$ cat src/rtl/acoustic_capture_buffer.sv
// acoustic_capture_buffer
// Pre/post-trigger circular capture buffer for deserialised ADC samples.
// While armed, samples stream into a block-RAM ring. A trigger starts a
// fixed-length post-trigger capture, after which the ring freezes and is
// read back oldest-first through a logical index.
module acoustic_capture_buffer #(
  parameter int WORD_SIZE = 10,
  parameter int DEPTH     = 16,
  parameter int POST_TRIG = 4,
  localparam int ADDR_W   = $clog2(DEPTH)
) (
  input  logic                 clk,
  input  logic                 reset_b,
  input  logic                 arm,
  input  logic                 trigger,
  input  logic                 sample_valid,
  input  logic [WORD_SIZE-1:0] sample_in,
  input  logic                 rd_en,
  input  logic [ADDR_W-1:0]    rd_addr,
  output logic [WORD_SIZE-1:0] rd_data,
  output logic                 rd_valid,
  output logic [1:0]           state,
  output logic                 done,
  output logic [ADDR_W:0]      sample_count,
  output logic [ADDR_W:0]      trig_pos
);

  typedef enum logic [1:0] {
    S_IDLE  = 2'b00,
    S_ARMED = 2'b01,
    S_POST  = 2'b10,
    S_DONE  = 2'b11
  } state_t;

  localparam logic [ADDR_W:0] DEPTH_C     = (ADDR_W + 1)'(DEPTH);
  localparam logic [ADDR_W:0] POST_TRIG_C = (ADDR_W + 1)'(POST_TRIG);

  state_t                state_q, state_d;
  logic [ADDR_W-1:0]     wr_ptr_q, wr_ptr_d;
  logic [ADDR_W:0]       count_q, count_d;
  logic [ADDR_W:0]       post_cnt_q, post_cnt_d;
  logic [WORD_SIZE-1:0]  rd_data_q;
  logic                  rd_valid_q;

  logic                  wr_en;
  logic                  rd_accept;
  logic                  post_last;
  logic [ADDR_W:0]       post_cnt_inc;
  logic [ADDR_W-1:0]     base;
  logic [ADDR_W-1:0]     rd_phys;

  logic [WORD_SIZE-1:0]  mem [DEPTH];

  assign post_cnt_inc = post_cnt_q + 1'b1;
  assign post_last    = (post_cnt_inc == POST_TRIG_C);

  // Oldest stored sample sits sample_count slots behind the write pointer;
  // a full ring makes the low bits of the count zero so base == wr_ptr.
  assign base    = wr_ptr_q - count_q[ADDR_W-1:0];
  assign rd_phys = base + rd_addr;

  // State register
  always_ff @(posedge clk or negedge reset_b) begin
    if (!reset_b) state_q <= S_IDLE;
    else          state_q <= state_d;
  end

  // Next-state logic; arm overrides everything else
  always_comb begin
    state_d = state_q;
    if (arm) begin
      state_d = S_ARMED;
    end else begin
      case (state_q)
        S_ARMED: if (trigger)            state_d = S_POST;
        S_POST:  if (wr_en && post_last) state_d = S_DONE;
        default: ;
      endcase
    end
  end

  // Output / control decode from the current state
  always_comb begin
    wr_en     = !arm && sample_valid && (state_q == S_ARMED || state_q == S_POST);
    rd_accept = rd_en && (state_q == S_DONE) && ({1'b0, rd_addr} < count_q);
    done      = (state_q == S_DONE);
  end

  // Pointer, fill count and post-trigger count next values
  always_comb begin
    wr_ptr_d   = wr_ptr_q;
    count_d    = count_q;
    post_cnt_d = post_cnt_q;
    if (arm) begin
      wr_ptr_d   = '0;
      count_d    = '0;
      post_cnt_d = '0;
    end else if (wr_en) begin
      wr_ptr_d = wr_ptr_q + 1'b1;
      if (count_q != DEPTH_C) count_d = count_q + 1'b1;
      // A sample coincident with the trigger is still pre-trigger
      if (state_q == S_POST) post_cnt_d = post_cnt_inc;
    end else if (state_q == S_ARMED && trigger) begin
      post_cnt_d = '0;
    end
  end

  // Pointer and counter registers
  always_ff @(posedge clk or negedge reset_b) begin
    if (!reset_b) begin
      wr_ptr_q   <= '0;
      count_q    <= '0;
      post_cnt_q <= '0;
    end else begin
      wr_ptr_q   <= wr_ptr_d;
      count_q    <= count_d;
      post_cnt_q <= post_cnt_d;
    end
  end

  // Sample RAM write port; contents are intentionally never cleared
  always_ff @(posedge clk) begin
    if (wr_en) mem[wr_ptr_q] <= sample_in;
  end

  // Registered read port; data holds its last value when no read is accepted
  always_ff @(posedge clk or negedge reset_b) begin
    if (!reset_b) begin
      rd_data_q  <= '0;
      rd_valid_q <= 1'b0;
    end else begin
      rd_valid_q <= rd_accept;
      if (rd_accept) rd_data_q <= mem[rd_phys];
    end
  end

  assign rd_data      = rd_data_q;
  assign rd_valid     = rd_valid_q;
  assign state        = state_q;
  assign sample_count = count_q;
  assign trig_pos     = done ? (count_q - POST_TRIG_C) : '0;

endmodule

$ cat config.mk
export PLATFORM = sky130hd
export DESIGN_NAME = acoustic_capture_buffer
export DESIGN_NICKNAME = d
export VERILOG_FILES = /design/src/rtl/acoustic_capture_buffer.sv
export SDC_FILE = /design/constraint.sdc
export NUM_CORES = 1
export LEC_CHECK = 0
export ABC_AREA = 0
export CAP_MARGIN = 20
export CORE_ASPECT_RATIO = 1.2
export CORE_MARGIN = 4
export CORE_UTILIZATION = 60
export CTS_BUF_LIST = sky130_fd_sc_hd__clkbuf_8
export CTS_CLUSTER_SIZE = 20
export DETAILED_ROUTE_END_ITERATION = 6
export MAX_ROUTING_LAYER = met4
export PLACE_DENSITY = 0.84
export SLEW_MARGIN = 20
export SYNTH_ARGS = -nofsm -noshare
export SYNTH_HDL_FRONTEND = slang
export SYNTH_SLANG_ARGS = --single-unit
$ cat constraint.sdc
create_clock -name clk -period 8.5 [get_ports clk]
set_input_delay 1.275 -clock clk [delete_from_list [all_inputs] [get_ports clk]]
set_output_delay 1.275 -clock clk [all_outputs]
set_load 0.02 [all_outputs]
# ---- Yosys cells after proc, flatten, opt, wreduce, memory -nomap -nowiden
# Memories as Yosys holds them, arrays and structs flattened. A register that Yosys moved wholly into a read port is not among the register bits.
# Cells that the tools add are included.
dict set report word_totals {
  word_cells 53
  input_bits 20
  ram_bits 160
  memories 1
  ff_bits 17
  out_inout_bits 24
}
dict set report op_classes {
  order_cmp 1
  eq_ne 8
  add_sub_neg 6
  mux 16
  n_reduce_logical 16
}
# name depth width rd rd_clocked_by_memory_dff wr line_no
set memory_table {}
lappend memory_table {mem 16 10 1 1 1 52} ;# logic [WORD_SIZE-1:0] mem [DEPTH];
# cell n
set ops {}
lappend ops {{5-bit 2-to-1 mux} 8}
lappend ops {{5-bit by 1-bit adder with 5-bit output (second input constant)} 2}
lappend ops {{4-bit 2-to-1 mux} 2}
lappend ops {{1-bit logical AND} 6}
lappend ops {{2-bit 2-to-1 mux} 3}
lappend ops {{3-bit != test (second input constant)} 2}
lappend ops {{3-bit nonzero test} 2}
lappend ops {{5-bit by 3-bit == test with 1-bit output (second input constant)} 1}
lappend ops {{4-bit by 5-bit < comparator with 1-bit output} 1}
lappend ops {{5-bit != test (second input constant)} 1}
lappend ops {{5-bit by 3-bit subtractor with 5-bit output (second input constant)} 1}
lappend ops {{4-bit by 1-bit adder with 4-bit output (second input constant)} 1}
lappend ops {{4-bit adder} 1}
lappend ops {{2-bit == test (second input constant)} 2}
lappend ops {{2-bit one-hot mux with 2 select lines} 1}
lappend ops {{2-bit AND reduction} 2}
lappend ops {{2-bit nonzero test} 2}
lappend ops {{4-bit subtractor} 1}
lappend ops {{3-bit by 2-bit != test with 1-bit output (second input constant)} 1}
lappend ops {{3-bit AND reduction} 1}
lappend ops {{2-bit by 1-bit == test with 1-bit output (second input constant)} 1}
lappend ops {{1-bit logical NOT} 2}
lappend ops {{1-bit 2-to-1 mux} 2}
lappend ops {{1-bit logical OR} 1}

# ---- Logic depth before layout (Yosys ltp)
# Gate-level depths: netlist of run 1.
dict set report depth {
  depth_word 7
  ltp_mapped 9
  mapped_depth_nobuf 9
}

# ---- Worst setup path after synthesis of run 1
# No wires, ideal clock.
dict set report synth_path {
  path_type {input port to flip-flop}
  startpoint {in rd_addr[1]}
  endpoint {reg rd_data_q[9] (netlist: rd_data[9]), read port of mem}
  path_buffers 1
  required_ns 8.375
  setup_time_ns 0.125
  arrival_time_ns 3.895
  path_stages 8
  setup_slack_ns 4.480
  path_cell_list {inv_1 fa_1 inv_1 fa_1 clkbuf_1 mux4_2 mux4_1 mux2_2}
}
dict set report synth_between {
  elab_chain_len 2
  elab_cells_between_ends 3
  classes_between {1 x add/sub; 1 x order compare; 1 x reduce/logical}
}
# element line_no
set synth_lines {}
lappend synth_lines {{start: declaration} 19} ;# input logic [ADDR_W-1:0] rd_addr,
lappend synth_lines {{4-bit by 5-bit < comparator with 1-bit output} 85} ;# rd_accept = rd_en && (state_q == S_DONE) && ({1'b0, rd_addr} < count_q);
lappend synth_lines {{1-bit logical AND} 85}
lappend synth_lines {{end: declaration} 42} ;# logic [WORD_SIZE-1:0] rd_data_q;
# Parallel ways exist; a longest one is shown, timed or not.
# A chain may end at the register's enable or synchronous reset.

# ---- Final worst setup path of run 1
dict set report layout_path {
  startpoint {in rd_addr[1]}
  endpoint {reg rd_data_q[3] (netlist: rd_data[3]), read port of mem}
}
# The elaborated chain is that of the path after synthesis.

==> results.toml, run 1 <==
[finish]
drive_above_1_share_pct = 15.6
fin_nets = 494
diodes = 0
fin_util_pct = 69.6
area_growth_pct = 12.6
fin_area_sq_um = 8850
stdcell_count = 627

[clocking]
insertion_delay_ps = 450
cts_buffers = 17
cts_tree = "done"
ctsHtreeMaxLevel = 4
cts_hold_buf = 0
path_clk_slew_ps = 100
clockBufferDepth = 2
cts.repair.resized = 0
cts.sinks = 187
clockRootBuffer = "clkbuf_8"
post-cts-setup-buffer-count = 0

[timing]
slew-limit-headroom_pct = 31.0
fmax_mhz = 228
post-route-period-util_pct = 51.5
min_period_ps = 4380
fin_skew_ps = 15.3
setup_tns_ps = 0
worst_slew_pin_slew_ps = 1030
setup_viol = 0
drv_slew = 0
rsz0062_at_grt = "no"
finalHoldViolations = 0

[pwr]
ir_drop_uv = 132
power_density_nw_per_um2 = 249
p_total_uw = 2200
total_leakage_power_uw = 0.00312

[critical_path]
reg2reg_to = "rd_data[3]"
r2r_cells = 7
critPathMaxStageDelay_ps = 850
start_kind = "primary input"
r2r-start = "wr_ptr_q[1]"
required_ps = 8830
slowest_stage = "xor2_2"
cp_max_fo = 10
cp.arrival_ps = 4710
cp_cell_sequence = "clkdlybuf4s50_1, inv_1, fa_1, inv_1, fa_1, xor2_2, mux4_1, mux2_2"
setup.worst_path.end_class = "flop"
reg2reg_slack_ps = 4990
critical_path_class = "primary input to flop"

[synthesis]
async_flop_share_pct = 14.4
synth_edf_count = 160
avgSynthCellArea_sq_um = 20.0
synth_nets = 438
ys_ff_latch = 187
synth-seq-area-share_pct = 69.7
synthDistinctLibCells = 33
postSynthCellCount = 394
synth_area_sq_um = 7860
synth_flop_cell = "edfxtp_1"
ys_warn_count = 0

[grt]
grt_overflow = 0
use_met2_pct = 37.3
top_usage_layer = "met2"
grt_util_met3_pct = 4.86
grt_pass1_wl_um = 23600
grt_max_degree = 41
grt_use_met1_pct = 28.1
grt_pass1_vias = 3989
antenna_found_initial = 0
track_usage_pct = 22.3

[outcome]
status = "completed"

[floorplan]
chipWidth_um = 112
die_y_um = 133
die-area_sq_um = 15000
ios = 44
start_util_pct = 61.8
core_sq_um = 12700
rows = 45

[routing]
drt_iter0_markers = 326
drc = 0
avgRoutedWirePerCell_um = 24.5
num_vias = 3865
drtPass1Iterations = 5
via_per_inst = 6.16
ant_nets = 0
wl_um = 15300

[min_path]
hold_end = "rd_data[0]"
min_path_type = "flop to flop"
worstHoldPathCells = 1
hold_start = "rd_data[0]"

[placed_design]
gp_congestion = 0.860
io_buffers = 43
dpl.hpwl_um = 9600
dp_cells = 595
place_area_sq_um = 8460

[flow_run]
drv_cap = 0
-- worst max-delay path by stage --
stage,end,from,cells past startpoint
global route,rd_data[3],rd_addr[1],8
CTS,rd_data[3],rd_addr[1],8
global placement,rd_data[6],rd_addr[1],8
finish,rd_data[3],rd_addr[1],8
floorplan,rd_data[9],rd_addr[1],8
detailed placement,rd_data[3],rd_addr[1],8
-- kinds of logic after synthesis --
| logic type | synth area share, % |
|---|---|
| multiplexers | 17.1 |
| AO/OA/AOI/OAI | 1.45 |
| XOR/XNOR | 1.77 |
| buffers and inverters | 1.81 |
| AND/OR/NAND/NOR | 4.03 |
| flip-flops | 69.7 |
| adder cells (fa/ha/maj) | 4.11 |
-- synth_stat cells, drive strengths merged, types with 2 or more instances --
| cell | n | share of area [%] |
|---|---|---|
| nand2 | 10 | 0.48 |
| inv | 17 | 0.81 |
| a21o | 3 | 0.29 |
| dfrtp | 27 | 8.6 |
| edfxtp | 160 | 61 |
| xor2 | 8 | 0.99 |
| nand2b | 3 | 0.24 |
| nand3 | 3 | 0.19 |
| xnor2 | 7 | 0.78 |
| and2 | 19 | 1.5 |
| nor2 | 14 | 0.67 |
| and3 | 2 | 0.16 |
| ha | 21 | 3.3 |
| mux2 | 10 | 1.4 |
| o21ai | 7 | 0.45 |
| buf | 5 | 0.72 |
| nor2b | 4 | 0.32 |
| a21oi | 3 | 0.19 |
| nor3 | 2 | 0.13 |
| clkbuf | 6 | 0.29 |
| mux4 | 50 | 16 |
| fa | 3 | 0.76 |
| nand4 | 2 | 0.16 |
-- cell usage in the layout, fill, tap and decap left out, types with 3 or more instances in the layout --
master	netlist	layout
edfxtp_1	160	160
clkdlybuf4s50_1	0	43
dfrtp_1	27	27
mux4_1	26	26
mux4_2	24	24
ha_1	21	20
and2_1	19	19
inv_1	17	17
clkbuf_8	0	17
nor2_1	14	14
nand2_1	10	10
mux2_2	10	10
xor2_1	7	7
xnor2_1	7	7
o21ai_0	7	7
inv_6	0	5
buf_4	0	5
nor2b_1	4	4
nand2b_1	3	3
a21o_1	3	3
a21oi_1	3	3
nand3_1	3	3
fa_1	3	3
clkinv_4	0	3
-- worst max-delay path, delay by kind of cell --
| family | cells | cell delay, ps |
|---|---|---|
| adder cells (fa/ha/maj) | 2 | 1000 |
| multiplexers | 2 | 960 |
| XOR/XNOR | 1 | 850 |
| buffers and inverters | 3 | 630 |
-- power by group --
part / internal (uW) / switching, uW
combinational: 303 / 261
clock: 267 / 316
sequential: 1030 / 26.1
-- through the flow --
stage / hold slack, ps / setup WS [ps]
final: 528 / 4120
after global routing: 546 / 4000
after CTS: 528 / 4120
after detailed placement: 504 / 3640
after global placement: 501 / 3740
after floorplan: 491 / 4480
-- final cells by class --
type                    count  area [sq um]
flip-flops and latches    187          5480
fillers                   767          3870
multi-input cells         179          2240
repair buffers             48           468
clock buffers              17           234
well taps                 164           205
clock inverters            15           163
inverters                  17          63.8
-- routing by layer --
metal  part of all wire [%]  vias up
met5                      0        -
met4                    1.4        0
met2                     54      151
met3                    5.6       17
met1                     39     2006
li1                       -     1691
-- sequential cells by signal, indices dropped and copies added (netlist names) --
| name | flops |
|---|---|
| wr_ptr_q | 4 |
| post_cnt_q | 5 |
| state | 2 |
| rd_valid | 1 |
| mem | 160 |
| sample_count | 5 |
| rd_data | 10 |
(Power assumes the default switching activity.)
==> inputs of run 2 (changes only) <==
--- a/config.mk
+++ b/config.mk
@@ -9,12 +9,12 @@
 export CAP_MARGIN = 20
 export CORE_ASPECT_RATIO = 1.2
 export CORE_MARGIN = 4
-export CORE_UTILIZATION = 60
+export CORE_UTILIZATION = 56
 export CTS_BUF_LIST = sky130_fd_sc_hd__clkbuf_8
 export CTS_CLUSTER_SIZE = 20
 export DETAILED_ROUTE_END_ITERATION = 6
 export MAX_ROUTING_LAYER = met4
-export PLACE_DENSITY = 0.84
+export PLACE_DENSITY = 0.82
 export SLEW_MARGIN = 20
 export SYNTH_ARGS = -nofsm -noshare
 export SYNTH_HDL_FRONTEND = slang
==> constraint.sdc (replaced) <==
create_clock -name clk -period 3.55 [get_ports clk]
set_input_delay 0.5325 -clock clk [delete_from_list [all_inputs] [get_ports clk]]
set_output_delay 0.5325 -clock clk [all_outputs]
set_load 0.02 [all_outputs]
==> run 2 against run 1 <==
  * Die area grew 6.7%
  * Via count rose by 0.60%
  * Critical path depth increased by 1
  * Cell area is 2.8% higher
  * Core utilization shrank 3.4 points
  * Final cell count up 4.1%
  * Critical path type unchanged
  * First-iteration DRC count is 3.7% lower
==> results.toml, run 2 (synthesis results as in run 1) <==
[critical_path]
cp.arrival_ps = 3680
reg2reg_slack_ps = 320
r2r_cells = 8
reg2reg_to = "rd_data[6]"
start_kind = "primary input"
required_ps = 3890
cp_max_fo = 40
critical_path_class = "primary input to flop"
slowest_stage = "fa_1"
setup.worst_path.end_class = "flop"
cp_cell_sequence = "clkdlybuf4s50_1, inv_1, fa_1, inv_1, fa_1, buf_12, mux4_1, mux4_1, mux2_2"
critPathMaxStageDelay_ps = 600
r2r-start = "wr_ptr_q[1]"

[clocking]
cts_buffers = 17
clockRootBuffer = "clkbuf_8"
path_clk_slew_ps = 100
cts.repair.resized = 0
cts_hold_buf = 0
post-cts-setup-buffer-count = 0
ctsHtreeMaxLevel = 4
clockBufferDepth = 2
insertion_delay_ps = 440
cts.sinks = 187
cts_tree = "done"

[floorplan]
ios = 44
die-area_sq_um = 16000
core_sq_um = 13800
chipWidth_um = 116
die_y_um = 138
rows = 47
start_util_pct = 57.1

[timing]
rsz0062_at_grt = "no"
timing.hold.ws_ps = 470
fmax_mhz = 299
worst_slew_pin_slew_ps = 617
setup_viol = 0
post-route-period-util_pct = 94.1
fin_skew_ps = 8.74
slew-limit-headroom_pct = 58.6
finalHoldViolations = 0
min_period_ps = 3340
drv_slew = 0
setup_tns_ps = 0

[outcome]
status = "completed"

[routing]
via_per_inst = 5.95
drtPass1Iterations = 4
avgRoutedWirePerCell_um = 24.4
num_vias = 3888
drt_iter0_markers = 314
wl_um = 15900
ant_nets = 0
drc = 0

[pwr]
ir_drop_uv = 500
power_density_nw_per_um2 = 601
total_leakage_power_uw = 0.00325

[grt]
grt_pass1_vias = 4023
grt_max_degree = 41
track_usage_pct = 21.9
antenna_found_initial = 0
grt_pass1_wl_um = 24100
grt_overflow = 0

[placed_design]
io_buffers = 43
dpl.hpwl_um = 9700
gp_congestion = 0.831

[finish]
fill_cells = 886
largest_register_ffs = 160
drive_above_1_share_pct = 19.1
final_common_cell = "edfxtp_1"
fin_nets = 513
layout_common_cells = "160 x edfxtp_1, 43 x clkdlybuf4s50_1, 27 x dfrtp_1, 26 x mux4_1, 24 x mux4_2"
area_growth_pct = 15.8
diodes = 0
top_register = "mem"
fin_util_pct = 66.1

[min_path]
min_path_type = "primary input to asynchronous set/reset pin"

[flow_run]
drv_cap = 0
==> run 2: changes by cell type in the layout (fill, tap and decap cells not counted) <==
cell        change
clkinv_8        +2
buf_12          +4
inv_8           +1
buf_4          +15
clkinv_4        -3
clkinv_2        -2
inv_6           -2
clkinvlp_4      +4
clkinv_1        -1
bufinv_16       +1
==> run 2: worst max-delay path: cells and delay by family <==
family	cells	cell delay, ps
buffers and inverters	4	890
muxes	3	1120
adders and majority gates	2	1120
==> run 2: worst max path at each step <==
stage                           from    endpoint  slack, ps  cells past startpoint
after global routing      rd_addr[1]  rd_data[6]        170                      9
after global placement    rd_addr[1]  rd_data[8]       -190                      9
after floorplan           rd_addr[1]  rd_data[9]        270                      8
after detailed placement  rd_addr[1]  rd_data[6]       -250                      9
after CTS                 rd_addr[1]  rd_data[6]        220                      9
final                     rd_addr[1]  rd_data[6]        210                      9
==> run 2: stage by stage <==
stage | cell area [sq um] | worst slack, ps | cells | power (uW)
after floorplan | 7860 | 272 | 394 | 3540
after global placement | 8660 | -195 | 621 | 3970
after detailed placement | 8660 | -246 | 621 | 4020
after CTS | 9100 | 221 | 653 | 5510
after global routing | 9100 | 167 | 653 | 5680
final | 9100 | 210 | 653 | 5470
==> run 2: power breakdown <==
group | switching [uW] | internal [uW]
Clock | 788 | 723
Combinational | 642 | 795
Sequential | 64.7 | 2460
==> run 2: area by class of cell <==
type / instances / area (sq um) / share of cell area [%]
clock buffer: 17 / 234 / 2.57
tap: 171 / 214 / 2.35
inverter: 17 / 63.8 / 0.701
sequential: 187 / 5480 / 60.2
timing repair buffer: 67 / 661 / 7.26
multi-input combinational: 179 / 2240 / 24.6
clock inverter: 15 / 209 / 2.30
==> run 2: routing by layer <==
metal / share of wire [%] / up-vias / track usage, %
met4: 1.1 / 0 / 6.19
met2: 55 / 145 / 37.9
met1: 37 / 2011 / 26.9
met3: 7.1 / 9 / 3.60
met5: 0 / - / -
li1: - / 1723 / -
